==> config.mk <==
export PLATFORM = sky130hd
export DESIGN_NAME = dmem_access_ctrl
export DESIGN_NICKNAME = d
export VERILOG_FILES = /design/src/rtl/dmem_pkg.sv /design/src/rtl/dmem_access_ctrl_arb.sv /design/src/rtl/dmem_access_ctrl.sv
export SDC_FILE = /design/constraint.sdc
export NUM_CORES = 1
export LEC_CHECK = 0
export CAP_MARGIN = 20
export CORE_ASPECT_RATIO = 2
export CORE_MARGIN = 4
export CORE_UTILIZATION = 30
export DETAILED_ROUTE_END_ITERATION = 10
export GPL_TIMING_DRIVEN = 0
export HOLD_SLACK_MARGIN = 0.12
export PLACE_DENSITY_LB_ADDON = 0.2
export SLEW_MARGIN = 5
export SYNTH_ARGS = -nofsm -noshare
export SYNTH_HDL_FRONTEND = slang
export SYNTH_SLANG_ARGS = --single-unit
==> constraint.sdc <==
create_clock -name clk -period 3.25 [get_ports clk]
set_clock_uncertainty 0.1 [all_clocks]
set_input_delay 0.4875 -clock clk [delete_from_list [all_inputs] [get_ports clk]]
set_output_delay 0.4875 -clock clk [all_outputs]
set_load 0.02 [all_outputs]
==> src/rtl/dmem_pkg.sv <==
// dmem_pkg: shared types and widths for the data-memory access controller.
package dmem_pkg;

  localparam int unsigned DMEM_LAT_W = 4;

  typedef enum logic [1:0] {
    IDLE   = 2'd0,
    ACCESS = 2'd1,
    DONE   = 2'd2
  } dmem_state_t;

  typedef enum logic {
    OWN_CPU = 1'b0,
    OWN_DBG = 1'b1
  } dmem_owner_t;

  // Round-robin helper: the requester that did not win last time.
  function automatic dmem_owner_t otherOwner(input dmem_owner_t o);
    return (o == OWN_CPU) ? OWN_DBG : OWN_CPU;
  endfunction

endpackage

==> src/rtl/dmem_access_ctrl_arb.sv <==
// dmem_rr_arbiter: two-requester round-robin arbiter (CPU vs debug port).
module dmem_rr_arbiter
  import dmem_pkg::*;
(
  input  logic        clk,
  input  logic        rst_n,
  input  logic        cpuReq,
  input  logic        dbgReq,
  input  logic        grantEn,
  output logic        grantValid_c,
  output dmem_owner_t grantOwner_c
);

  dmem_owner_t lastOwner;

  // Grant selection: single requester wins, a tie goes to whoever did not win last.
  always_comb begin
    grantValid_c = grantEn & (cpuReq | dbgReq);
    grantOwner_c = OWN_CPU;
    if (cpuReq && dbgReq) begin
      grantOwner_c = otherOwner(lastOwner);
    end else if (dbgReq) begin
      grantOwner_c = OWN_DBG;
    end
  end

  // Remember the latest winner; reset to DBG so the first tie favours the CPU.
  always_ff @(posedge clk or negedge rst_n) begin
    if (!rst_n) begin
      lastOwner <= OWN_DBG;
    end else if (grantValid_c) begin
      lastOwner <= grantOwner_c;
    end
  end

endmodule

==> src/rtl/dmem_access_ctrl.sv <==
// dmem_access_ctrl: sequences CPU and debug accesses to the single-port data memory,
// holding the port for LATENCY cycles per access and stalling the pipeline meanwhile.
// Optional build macro DMEM_PERF_CNT_EN adds perf_stall_cnt, a saturating count of
// stalled cycles.
module dmem_access_ctrl
  import dmem_pkg::*;
#(
  parameter int unsigned WIDTH   = 32,
  parameter int unsigned LATENCY = 2
) (
  input  logic             clk,
  input  logic             rst_n,
  input  logic             cpu_req,
  input  logic             cpu_we,
  input  logic [WIDTH-1:0] cpu_addr,
  input  logic [WIDTH-1:0] cpu_wdata,
  output logic [WIDTH-1:0] cpu_rdata,
  output logic             stall_m,
  input  logic             dbg_req,
  input  logic             dbg_we,
  input  logic [WIDTH-1:0] dbg_addr,
  input  logic [WIDTH-1:0] dbg_wdata,
  output logic [WIDTH-1:0] dbg_rdata,
  output logic             dbg_done,
  output logic [WIDTH-1:0] mem_addr,
  output logic [WIDTH-1:0] mem_wdata,
  output logic             mem_wen,
  input  logic [WIDTH-1:0] mem_rdata
`ifdef DMEM_PERF_CNT_EN
  ,
  output logic [31:0]      perf_stall_cnt
`endif
);

  localparam logic [1:0] StIdle   = IDLE;
  localparam logic [1:0] StAccess = ACCESS;
  localparam logic [1:0] StDone   = DONE;

  localparam logic [DMEM_LAT_W-1:0] LatInit = DMEM_LAT_W'(LATENCY - 1);

  logic [1:0]            state;
  logic [1:0]            nextState;
  dmem_owner_t           owner;
  logic [DMEM_LAT_W-1:0] latCnt;
  logic                  reqWe;
  logic                  grantValid_c;
  dmem_owner_t           grantOwner_c;
  logic                  inAccess_c;
  logic                  latZero_c;
  logic                  inDone_c;

  assign inAccess_c = (state == StAccess);
  assign inDone_c   = (state == StDone);
  assign latZero_c  = (latCnt == '0);

  dmem_rr_arbiter u_arb (
    .clk          (clk),
    .rst_n        (rst_n),
    .cpuReq       (cpu_req),
    .dbgReq       (dbg_req),
    .grantEn      (state == StIdle),
    .grantValid_c (grantValid_c),
    .grantOwner_c (grantOwner_c)
  );

  // State register.
  always_ff @(posedge clk or negedge rst_n) begin
    if (!rst_n) begin
      state <= StIdle;
    end else begin
      state <= nextState;
    end
  end

  // Next state: IDLE -> ACCESS on grant, ACCESS -> DONE at lat_cnt 0, DONE -> IDLE.
  always_comb begin
    nextState = state;
    case (state)
      StIdle:   if (grantValid_c) nextState = StAccess;
      StAccess: if (latZero_c)    nextState = StDone;
      StDone:   nextState = StIdle;
      default:  nextState = StIdle;
    endcase
  end

  // Request capture at grant, latency countdown, and load-data capture on the last cycle.
  always_ff @(posedge clk or negedge rst_n) begin
    if (!rst_n) begin
      owner     <= OWN_CPU;
      latCnt    <= '0;
      reqWe     <= 1'b0;
      mem_addr  <= '0;
      mem_wdata <= '0;
      cpu_rdata <= '0;
      dbg_rdata <= '0;
    end else begin
      if (grantValid_c) begin
        owner  <= grantOwner_c;
        latCnt <= LatInit;
        if (grantOwner_c == OWN_CPU) begin
          reqWe     <= cpu_we;
          mem_addr  <= cpu_addr;
          mem_wdata <= cpu_wdata;
        end else begin
          reqWe     <= dbg_we;
          mem_addr  <= dbg_addr;
          mem_wdata <= dbg_wdata;
        end
      end else if (inAccess_c && !latZero_c) begin
        latCnt <= latCnt - DMEM_LAT_W'(1);
      end
      if (inAccess_c && latZero_c && !reqWe) begin
        if (owner == OWN_CPU) begin
          cpu_rdata <= mem_rdata;
        end else begin
          dbg_rdata <= mem_rdata;
        end
      end
    end
  end

  // Write strobe only on the final access cycle; stall released in the CPU's DONE cycle.
  assign mem_wen  = inAccess_c & latZero_c & reqWe;
  assign stall_m  = cpu_req & ~(inDone_c & (owner == OWN_CPU));
  assign dbg_done = inDone_c & (owner == OWN_DBG);

`ifdef DMEM_PERF_CNT_EN
  // Saturating count of cycles with the pipeline stalled.
  always_ff @(posedge clk or negedge rst_n) begin
    if (!rst_n) begin
      perf_stall_cnt <= '0;
    end else if (stall_m && (perf_stall_cnt != '1)) begin
      perf_stall_cnt <= perf_stall_cnt + 32'd1;
    end
  end
`endif

endmodule

# After elaboration in Yosys (flattened, before gate mapping)
# Cells that the tools add are included.
dict set report word_totals {
  register_bits 137
  elab_cells 46
}
dict set report classes {
  n_addsub 1
  eq_ne 4
  n_mux 11
  n_bitwise 9
  n_reduce_logical 12
}
# op n
set op_table {}
lappend op_table {{32-bit 2-to-1 mux} 2}
lappend op_table {{4-bit 2-to-1 mux} 2}
lappend op_table {{1-bit AND} 6}
lappend op_table {{2-bit AND reduction} 3}
lappend op_table {{1-bit logical AND} 4}
lappend op_table {{4-bit zero test} 1}
lappend op_table {{1-bit 2-to-1 mux} 4}
lappend op_table {{2-bit 2-to-1 mux} 2}
lappend op_table {{2-bit one-hot mux with 2 select lines} 1}
lappend op_table {{4-bit by 1-bit subtractor with 4-bit output (second input constant)} 1}
lappend op_table {{2-bit by 1-bit == test with 1-bit output (second input constant)} 1}
lappend op_table {{2-bit == test (second input constant)} 1}
lappend op_table {{1-bit zero test} 2}
lappend op_table {{2-bit zero test} 1}
lappend op_table {{2-bit by 1-bit != test with 1-bit output (second input constant)} 1}
lappend op_table {{2-bit != test (second input constant)} 1}
lappend op_table {{1-bit NOT} 2}
lappend op_table {{2-bit nonzero test} 1}
lappend op_table {{1-bit OR} 1}

# Longest topological paths before layout
# Gate-level depths: netlist of the first run.
dict set report logic_depth {
  word_depth 5
  mapped_depth 8
  depth_no_buf 5
}

# By module
# Synthesis of the first run repeated with hierarchy kept, for this count alone.
dict set report hier_totals {
  hier_cells 467
  area_unflattened_um2 6080.8
}
# module instances cells_per_inst area_per_inst_um2
set by_module_without_submodules {}
lappend by_module_without_submodules {dmem_access_ctrl 1 462 6028.3}
lappend by_module_without_submodules {dmem_rr_arbiter 1 5 52.6}

# Worst setup path before layout of the first run
# OpenSTA, ideal clock, no wires.
dict set report synth_path {
  path_kind {flip-flop to flip-flop}
  startpoint {register latCnt[0]}
  endpoint {register cpu_rdata[10]}
  setup_ns 0.125
  t_arrival_ns 2.084
  setup_slack_ns 0.941
  stages_incl_launch_ff 9
  path_buffers 3
  synth_period_minus_slack_ns 2.309
  cell_sequence {dfrtp_1 inv_1 ha_1 or3b_1 buf_2 or4_4 buf_6 buf_12 mux2_4}
}
dict set report synth_via {
  elab_chain_len 4
}
# item line_no
set synth_rtl {}
lappend synth_rtl {{start: declaration} dmem_access_ctrl.sv:44} ;# logic [DMEM_LAT_W-1:0] latCnt;
lappend synth_rtl {{start signal: assignment} dmem_access_ctrl.sv:99} ;# latCnt <= LatInit;
lappend synth_rtl {{start signal: assignment} dmem_access_ctrl.sv:110} ;# latCnt <= latCnt - DMEM_LAT_W'(1);
lappend synth_rtl {{4-bit zero test} dmem_access_ctrl.sv:54} ;# assign latZero_c = (latCnt == '0);
lappend synth_rtl {{1-bit logical AND (2 in a row)} dmem_access_ctrl.sv:112} ;# if (inAccess_c && latZero_c && !reqWe) begin
lappend synth_rtl {{2-bit AND reduction (no source line)} n/a}
lappend synth_rtl {{end signal: assignment} dmem_access_ctrl.sv:114} ;# cpu_rdata <= mem_rdata;
lappend synth_rtl {{end: declaration} dmem_access_ctrl.sv:17} ;# output logic [WIDTH-1:0] cpu_rdata,
# Every way passes these cells.
# A chain may end at the register's enable or synchronous reset.

# Final worst setup path of the first run
dict set report layout_path {
  startpoint {register latCnt[0]}
  endpoint {output mem_wen}
}
dict set report layout_via {
  elab_chain_len 3
}
# item line_no
set layout_rtl {}
lappend layout_rtl {{4-bit zero test} dmem_access_ctrl.sv:54}
lappend layout_rtl {{1-bit AND (2 in a row)} dmem_access_ctrl.sv:123} ;# assign mem_wen = inAccess_c & latZero_c & reqWe;
lappend layout_rtl {{end: declaration} dmem_access_ctrl.sv:27} ;# output logic mem_wen,
# Every way passes these cells.

==> results.py, run 1 <==
metrics = {
    "sta": {
        "hold_viol_final": 0,
        "layout_min_cycle_time_ns": 3.08,
        "hold_slack_ns": 0.401,
        "min_period_over_period": 0.949,
        "setup_violations": 0,
        "maxSlewHeadroom": 0.575,
        "drv_slew": 0,
        "rsz0062_at_grt": "false",
        "worst_pin_slew_ns": 0.638,
        "fmax_mhz": 324,
    },
    "layout": {
        "nNetsFinal": 1031,
        "area_delta_synth_final_pct": 65.2,
        "fin_area_um2": 10100,
        "drive_above_1_share": 0.127,
        "final_util": 0.507,
        "nFillCells": 1797,
        "final_cell_mix": "295 x clkdlybuf4s50_1, 136 x dfrtp_1, 131 x nand2_1, 67 x a21oi_1, 66 x a31oi_1",
        "layout_commonest_cell": "clkdlybuf4s50_1",
        "antenna_cells": 0,
    },
    "setup_path": {
        "start_kind": "flop",
        "startpoint": "latCnt[0]$_DFFE_PN0P_",
        "cp-endpoint": "mem_wen",
        "crit_type": "flop to output port",
        "reg2regPathDepth": 6,
        "endpoint_kind": "output port",
        "r2r-end": "mem_addr[12]$_DFFE_PN0P_",
        "required_ns": 2.66,
        "crit_fanout": 8,
        "rrSetupSlack_ns": 0.74,
        "arrival_ns": 2.50,
        "rr_startpoint": "state[0]$_DFFE_PN0P_",
    },
    "logic_synthesis": {
        "synth_compound_area_frac": 0.133,
        "synth_edf_count": 0,
        "syn_inst": 546,
        "synth_fa_ha_area_frac": 0.00407,
        "synth_flop_cell": "dfrtp_1",
        "ys_seq_elements": 137,
        "ys_seq_area_frac": 0.558,
        "synth_xor_area_frac": 0,
        "synth_top_family_by_area": "multiplexers",
        "syn_nets": 714,
        "synth.area.mux_share": 0.157,
        "avgSynthCellArea_um2": 11.3,
        "yosys.area_share.simple": 0.0977,
        "syn_area_um2": 6140,
        "synth_warnings": 0,
        "synthDistinctLibCells": 34,
        "synth-async-reset-ratio": 1.00,
    },
    "placed_design": {
        "dpl.hpwl_mm": 15.3,
        "placed_area_um2": 9460,
        "io_buffer_count": 296,
        "gp_congestion": 0.793,
    },
    "power_and_ir_drop": {
        "p_sw_frac": 0.360,
        "p_clk_frac": 0.213,
        "p_leak_nw": 4.37,
        "seq_power_share": 0.295,
        "combPwrFrac": 0.491,
        "p_switching_mw": 3.75,
        "power_mw": 10.4,
        "internal_power_mw": 6.67,
        "ir_drop_uv": 454,
        "power_density_nw_per_um2": 1030,
    },
    "routing": {
        "num_vias": 5326,
        "drt_iter0_markers": 196,
        "wl_per_cell_um": 17.7,
        "via_per_inst": 4.68,
        "detail_route.first_pass.iterations": 4,
        "wl_mm": 20.1,
        "ant_nets": 0,
        "drc": 0,
    },
    "grt": {
        "grt_overflow_total": 0,
        "grt_pass1_wl_mm": 31.0,
        "antenna_found_initial": 0,
        "grt_use_total": 0.176,
        "grt_max_degree": 90,
        "grt_pass1_vias": 5749,
    },
    "die": {
        "rows": 73,
        "core_area_um2": 20000,
        "die-area_um2": 23000,
        "io_pins": 297,
        "start_util": 0.307,
        "die_x_um": 109,
        "die_h_um": 210,
    },
    "cts": {
        "cts_setup_buffers": 0,
        "cts_tree": "yes",
        "cts_num_sinks": 137,
        "h-tree-depth": 4,
        "cts_buffer_depth": 2,
        "clock_latency_ns": 0.41,
        "ctsHoldBuffers": 1,
        "cts_made_buffers": 17,
        "root_buffer": "clkbuf_16",
        "cts_resized": 0,
        "path_clk_slew_ns": 0.06,
    },
    "hold_path": {
        "hp-class": "flop to flop",
        "min_path_cells": 1,
    },
    "outcome": {
        "outcome": "completed",
    },
    "run": {
        "drv_cap": 0,
    },
}
## worst min-delay path by stage
stage	from	end
after detailed placement	rst_n	dbg_rdata[11]$_DFFE_PN0P_
after global placement	cpu_rdata[1]$_DFFE_PN0P_	cpu_rdata[1]$_DFFE_PN0P_
after floorplan	rst_n	cpu_rdata[0]$_DFFE_PN0P_
after global routing	cpu_rdata[0]$_DFFE_PN0P_	cpu_rdata[0]$_DFFE_PN0P_
final	dbg_rdata[25]$_DFFE_PN0P_	dbg_rdata[25]$_DFFE_PN0P_
after CTS	dbg_rdata[25]$_DFFE_PN0P_	dbg_rdata[25]$_DFFE_PN0P_
## cell type report
cell class / count / area [um^2] / share of cell area
clock buffers: 20 / 457 / 0.0450
plain buffers: 46 / 287 / 0.0282
inverters: 5 / 18.8 / 0.00185
multi-input cells: 358 / 2410 / 0.237
clock inverters: 11 / 218 / 0.0215
flip-flops and latches: 137 / 3430 / 0.338
well taps: 262 / 328 / 0.0323
repair buffers: 298 / 3000 / 0.296
## layer usage
layer,up-vias,part of all wire,global-route usage
met5,-,0,0
met4,0,0.027,0.0719
met1,2539,0.35,0.175
li1,2546,-,-
met3,31,0.073,0.0533
met2,210,0.55,0.330
## flip-flops by register name, summed over array words and instances, names as in the netlist
signal,count
cpu_rdata,32
latCnt,4
state,2
u_arb.lastOwner,1
owner,1
mem_addr,32
reqWe,1
mem_wdata,32
dbg_rdata,32
## power by group through the flow
stage | Combinational [mW] | Sequential, mW | Clock [mW]
global route | 5.47 | 3.19 | 2.36
CTS | 5.20 | 3.08 | 2.29
detailed placement | 5.17 | 3.10 | 0
finish | 5.12 | 3.08 | 2.22
floorplan | 1.74 | 4.06 | 0
global placement | 5.16 | 3.07 | 0
## worst max-delay path, stage by stage (launching register included)
cell             delay, ns
dfrtp_1               0.41
inv_1                 0.09
ha_1                  0.19
or3b_1                0.34
buf_2                 0.17
nor2_1                0.12
and2_1                0.13
clkdlybuf4s50_1       0.63
## cells by family (layout without fill, tap and decap cells)
logic type / Yosys count / after routing
DFF: 137 / 137
buffers and inverters: 51 / 380
muxes: 66 / 66
adders and majority gates: 2 / 2
and+or+nand+nor: 148 / 148
AOI/OAI and AO/OA: 142 / 142
## through the flow
step	instances	worst slack, ns	setup TNS [ns]
after floorplan	546	0.941	0
after global placement	1104	-4.28	-582.26
after detailed placement	1105	-0.0271	-0.139
after CTS	1137	0.119	0
after global routing	1137	0.00390	0
final	1137	0.167	0
## cell usage after synthesis (3+ instances only)
| cell type | instances | share of area |
|---|---|---|
| inv_1 | 5 | 0.0031 |
| a31oi_1 | 66 | 0.067 |
| nor3_1 | 3 | 0.0024 |
| mux2_4 | 60 | 0.15 |
| buf_12 | 6 | 0.020 |
| clkbuf_1 | 34 | 0.021 |
| nand2_1 | 131 | 0.080 |
| nor2_1 | 3 | 0.0018 |
| a21oi_1 | 67 | 0.055 |
| mux2_2 | 5 | 0.0092 |
| buf_1 | 3 | 0.0018 |
| dfrtp_1 | 136 | 0.55 |
Note: power is estimated with default switching activity, not from simulation.
==> run 2: changes to the inputs <==
--- a/config.mk
+++ b/config.mk
@@ -8,7 +8,7 @@
 export CAP_MARGIN = 20
 export CORE_ASPECT_RATIO = 2
 export CORE_MARGIN = 4
-export CORE_UTILIZATION = 30
+export CORE_UTILIZATION = 35
 export DETAILED_ROUTE_END_ITERATION = 10
 export GPL_TIMING_DRIVEN = 0
 export HOLD_SLACK_MARGIN = 0.12
==> run 2 against run 1 <==
  * Final cell count is 4.6% lower
  * Core utilization grew 7.2 points
  * Global-route usage grew 2.4 points
  * Via count is 2.6% higher
  * Combinational power barely moved
  * Largest cell class unchanged
  * Highest routed layer unchanged
==> results.py, run 2 (synthesis gave the netlist of run 1 again) <==
metrics = {
    "power_and_ir_drop": {
        "p_switching_mw": 3.74,
        "power_density_nw_per_um2": 1020,
        "seq_power_share": 0.307,
        "internal_power_mw": 6.43,
        "p_sw_frac": 0.368,
        "p_leak_nw": 4.35,
        "ir_drop_uv": 473,
        "p_clk_frac": 0.190,
        "power_mw": 10.2,
        "combPwrFrac": 0.503,
    },
    "placed_design": {
        "io_buffer_count": 296,
        "dpl.cell_count": 1053,
        "dpl.hpwl_mm": 15.8,
        "gp_congestion": 0.857,
    },
    "die": {
        "io_pins": 297,
        "die-area_um2": 19900,
        "die_x_um": 102,
        "start_util": 0.356,
        "die_h_um": 195,
        "rows": 68,
        "core_area_um2": 17300,
    },
    "cts": {
        "cts_num_sinks": 137,
        "cts_made_buffers": 17,
        "cts_setup_buffers": 0,
        "root_buffer": "clkbuf_16",
        "clock_latency_ns": 0.41,
        "cts_tree": "yes",
        "cts_buffer_depth": 2,
        "h-tree-depth": 4,
        "path_clk_slew_ns": 0.06,
    },
    "sta": {
        "maxSlewHeadroom": 0.617,
        "worst_pin_slew_ns": 0.574,
        "drv_slew": 0,
        "hold_viol_final": 0,
        "min_period_over_period": 0.833,
        "rsz0062_at_grt": "false",
        "setup_violations": 0,
        "fmax_mhz": 369,
        "layout_min_cycle_time_ns": 2.71,
    },
    "setup_path": {
        "crit_fanout": 8,
        "slowest_delay_ns": 0.40,
        "arrival_ns": 2.12,
        "crit_type": "flop to output port",
        "required_ns": 2.66,
        "crit_path_top_delay_cell": "dfrtp_1",
        "endpoint_kind": "output port",
        "start_kind": "flop",
        "cp_cell_sequence": "inv_1, ha_1, or3b_1, buf_2, nor2_1, and2_1, dlymetal6s2s_1",
    },
    "outcome": {
        "outcome": "completed",
    },
    "grt": {
        "antenna_found_initial": 0,
        "grt_use_total": 0.200,
        "grt_max_degree": 97,
        "grt_pass1_vias": 5977,
        "grt_pass1_wl_mm": 30.7,
        "grt_overflow_total": 0,
    },
    "run": {
        "drv_cap": 0,
    },
    "routing": {
        "num_vias": 5463,
        "drt_iter0_markers": 124,
        "detail_route.first_pass.iterations": 4,
        "drc": 0,
        "wl_per_cell_um": 18.6,
        "ant_nets": 0,
        "wl_mm": 20.2,
        "via_per_inst": 5.04,
    },
    "layout": {
        "final_util": 0.579,
        "layout_commonest_cell": "clkdlybuf4s50_1",
        "nFillCells": 1489,
        "nNetsFinal": 1031,
        "final_cell_mix": "294 x clkdlybuf4s50_1, 136 x dfrtp_1, 131 x nand2_1, 67 x a21oi_1, 66 x a31oi_1",
        "drive_above_1_share": 0.123,
        "area_delta_synth_final_pct": 62.7,
        "finalNonFillerCells": 1085,
        "antenna_cells": 0,
    },
    "hold_path": {
        "hp-class": "flop to flop",
    },
}
==> run 2: cell count changes in the layout (fill, tap and decap cells not counted), sizes merged <==
cell / before / now
clkdlybuf4s50: 295 / 294
clkbuf: 54 / 57
dlymetal6s2s: 0 / 1
inv: 6 / 5
bufinv: 6 / 3
clkinv: 2 / 3
==> run 2: power by group through the flow <==
stage | Clock, mW | Combinational [mW] | Sequential, mW
global route | 2.06 | 5.47 | 3.23
floorplan | 0 | 1.74 | 4.06
global placement | 0 | 5.09 | 3.09
detailed placement | 0 | 5.17 | 3.13
finish | 1.93 | 5.11 | 3.12
CTS | 1.99 | 5.19 | 3.12
==> run 2: final cells by class <==
type	count	area [um^2]	area share
sequential	137	3430	0.343
timing repair buffer	298	3000	0.300
multi-input combinational	358	2410	0.241
clock buffer	23	468	0.0468
buffer	46	287	0.0287
tap	210	263	0.0263
clock inverter	8	120	0.0120
inverter	5	18.8	0.00188
==> run 2: path summary, 6_finish.rpt <==
| kind | start | endpoint | slack (ns) | cells past startpoint |
|---|---|---|---|---|
| min | cpu_rdata[5]$_DFFE_PN0P_ | cpu_rdata[5]$_DFFE_PN0P_ | 0.40 | 1 |
| max reg2reg | latCnt[0]$_DFFE_PN0P_ | cpu_rdata[16]$_DFFE_PN0P_ | 0.82 | 8 |
| min in group asynchronous | rst_n | dbg_rdata[5]$_DFFE_PN0P_ | 0.47 | 2 |
| max | latCnt[0]$_DFFE_PN0P_ | mem_wen | 0.54 | 7 |
| min reg2reg | cpu_rdata[5]$_DFFE_PN0P_ | cpu_rdata[5]$_DFFE_PN0P_ | 0.40 | 1 |
| max in group asynchronous | rst_n | u_arb.lastOwner$_DFFE_PN1P_ | 1.74 | 3 |
==> run 2: what timing repair did <==
item,CTS,global route
endpoints found under the setup margin,0,1
hold buffers,1,0
gates resized for setup,0,1
endpoints found under the hold margin,41,0
==> run 2: metal layers <==
| metal | vias to the layer above | global-route usage | part of all wire |
|---|---|---|---|
| met5 | - | 0 | 0 |
| li1 | 2540 | - | - |
| met1 | 2637 | 0.191 | 0.33 |
| met2 | 246 | 0.383 | 0.57 |
| met3 | 40 | 0.0518 | 0.070 |
| met4 | 0 | 0.0902 | 0.033 |
==> run 2: worst max-delay path, delay by kind of cell (launching register included) <==
family | cells | cell delay [ns]
adder cells (fa/ha/maj) | 1 | 0.17
buffers and inverters | 3 | 0.52
flip-flops | 1 | 0.40
AND/OR/NAND/NOR | 3 | 0.61
==> run 2: through the flow <==
stage / TNS (ns) / hold WS (ns) / instance area [um^2] / setup slack [ns]
2_1_floorplan: 0 / 0.0919 / 6140 / 0.941
3_3_place_gp: -507.30 / 0.388 / 9370 / -3.73
3_5_place_dp: 0 / 0.331 / 9400 / 0.199
4_1_cts: 0 / 0.407 / 10000 / 0.135
5_1_grt: 0 / 0.418 / 10000 / 0.377
6_report: 0 / 0.404 / 10000 / 0.542
==> run 3: changes to the inputs <==
==> constraint.sdc (replaced) <==
create_clock -name clk -period 2.2 [get_ports clk]
set_clock_uncertainty 0.1 [all_clocks]
set_input_delay 0.33 -clock clk [delete_from_list [all_inputs] [get_ports clk]]
set_output_delay 0.33 -clock clk [all_outputs]
set_load 0.02 [all_outputs]
==> run 3 against run 2 <==
  * The flow now finishes with violations (setup timing)
  * Die area unchanged
  * First-iteration DRC count up 23%
  * Critical path depth down 1
  * Global-route usage up 1.0 points
  * Total power up 51%
==> results.py, run 3 (synthesis gave the netlist of run 1 again) <==
metrics = {
    "outcome": {
        "outcome": "finished with violations",
        "violations": "setup timing",
    },
    "routing": {
        "drc": 0,
        "wl_mm": 21.1,
        "ant_nets": 0,
        "drt_iter0_markers": 152,
        "num_vias": 5538,
        "detail_route.first_pass.iterations": 4,
        "wl_per_cell_um": 19.3,
        "via_per_inst": 5.07,
    },
    "setup_path": {
        "endpoint_kind": "flop",
        "start_kind": "flop",
        "required_ns": 2.39,
        "arrival_ns": 2.54,
        "crit_type": "flop to flop",
        "crit_fanout": 8,
        "rrSetupSlack_ns": -0.15,
    },
    "grt": {
        "grt_pass1_vias": 6255,
        "antenna_found_initial": 0,
        "grt_pass1_wl_mm": 32.3,
        "grt_overflow_total": 0,
        "grt_max_degree": 90,
        "grt_use_total": 0.210,
    },
    "sta": {
        "worst_pin_slew_ns": 0.542,
        "fin_tns_setup_ns": -5.08,
        "rsz0062_at_grt": "true",
        "min_period_over_period": 1.07,
        "hold_viol_final": 0,
        "fmax_mhz": 426,
        "maxSlewHeadroom": 0.639,
        "layout_min_cycle_time_ns": 2.35,
        "setup_violations": 61,
        "hold_slack_ns": 0.330,
        "layout_setup_ws_ns": -0.149,
        "drv_slew": 0,
    },
    "layout": {
        "layout_commonest_cell": "clkdlybuf4s50_1",
        "nFillCells": 1436,
        "nNetsFinal": 1037,
        "finalNonFillerCells": 1092,
        "area_delta_synth_final_pct": 65.7,
        "final_cell_mix": "292 x clkdlybuf4s50_1, 136 x dfrtp_1, 131 x nand2_1, 67 x a21oi_1, 66 x a31oi_1",
        "drive_above_1_share": 0.154,
        "antenna_cells": 0,
    },
    "die": {
        "die_h_um": 195,
        "io_pins": 297,
        "die_x_um": 102,
        "die-area_um2": 19900,
        "core_area_um2": 17300,
        "start_util": 0.356,
        "rows": 68,
    },
    "power_and_ir_drop": {
        "power_mw": 15.4,
        "ir_drop_uv": 624,
        "power_density_nw_per_um2": 1510,
        "p_leak_nw": 4.45,
    },
    "cts": {
        "path_clk_slew_ns": 0.06,
        "cts_buffer_depth": 2,
        "root_buffer": "clkbuf_16",
        "cts_tree": "yes",
        "h-tree-depth": 4,
        "clock_latency_ns": 0.42,
        "cts_made_buffers": 17,
        "cts_num_sinks": 137,
    },
    "placed_design": {
        "gp_congestion": 0.850,
        "dpl.hpwl_mm": 16.1,
        "pre_cts_ws_ns": -0.853,
        "dpl.cell_count": 1053,
        "io_buffer_count": 296,
    },
    "run": {
        "drv_cap": 0,
    },
    "hold_path": {
        "hp-class": "primary input to async pin",
    },
}
run 3: cell count changes in the layout (fill, tap and decap cells not counted), moves of 2 or more:
cell             previous run  this run
buf_4                       0         7
clkinv_2                    3         1
inv_1                       5         3
clkinv_4                    0         2
inv_2                       0         2
clkbuf_8                    2         5
clkbuf_2                    0         8
dlygate4sd2_1               0         2
clkbuf_16                  17        19
clkbuf_1                   38        25
and2_1                      2         0
clkdlybuf4s50_1           294       292
run 3: critical path: stages (launching register included):
cell and delay [ns]:
dfrtp_1 0.39, inv_2 0.09, ha_4 0.14, or3b_4 0.40
or4_4 0.58, clkbuf_16 0.23, mux2_4 0.29
run 3: power by group:
| part | switching (mW) | internal [mW] | total (mW) |
|---|---|---|---|
| registers | 0.794 | 3.83 | 4.62 |
| clock network | 1.10 | 1.94 | 3.04 |
| logic | 3.79 | 3.95 | 7.74 |
run 3: layout make-up:
class | instances | area (um^2) | share of cell area
inverter | 5 | 18.8 | 0.00184
tap | 210 | 263 | 0.0258
buffer | 41 | 262 | 0.0257
timing repair buffer | 309 | 3140 | 0.309
clock buffer | 23 | 498 | 0.0489
multi-input combinational | 358 | 2430 | 0.239
sequential | 137 | 3430 | 0.337
clock inverter | 9 | 136 | 0.0134
run 3: routing by layer:
metal | wire length [um] | GRT usage | up-vias | part of all wire
li1 | - | - | 2554 | -
met1 | 6860 | 0.201 | 2671 | 0.33
met2 | 11800 | 0.394 | 267 | 0.56
met3 | 1520 | 0.0529 | 46 | 0.072
met4 | 831 | 0.113 | 0 | 0.039
met5 | 0 | 0 | - | 0
run 3: what timing repair did:
item | CTS | global route
hold endpoints to repair | 48 | 0
resized for setup | 21 | 12
gates cloned | 1 | 2
pin swaps | 1 | 0
buffers inserted | 7 | 1
setup endpoints to repair | 83 | 105
hold buffers | 1 | 0
run 3: worst paths after layout:
| path | from | end | depth (start not counted) |
|---|---|---|---|
| setup / recovery | latCnt[1]$_DFFE_PN0P_ | dbg_rdata[4]$_DFFE_PN0P_ | 6 |
| hold / removal | rst_n | cpu_rdata[11]$_DFFE_PN0P_ | 2 |
| setup reg to reg | latCnt[1]$_DFFE_PN0P_ | dbg_rdata[4]$_DFFE_PN0P_ | 6 |
| hold reg to reg | cpu_rdata[8]$_DFFE_PN0P_ | cpu_rdata[8]$_DFFE_PN0P_ | 1 |
| max in group asynchronous | rst_n | u_arb.lastOwner$_DFFE_PN1P_ | 3 |
| min in group clk | cpu_addr[15] | mem_addr[15]$_DFFE_PN0P_ | 3 |
run 3: stage by stage:
stage                      util  area (um^2)
final                     0.589        10200
after global placement    0.543         9370
after floorplan               -         6140
after CTS                 0.586        10100
after global routing      0.589        10200
after detailed placement  0.544         9400
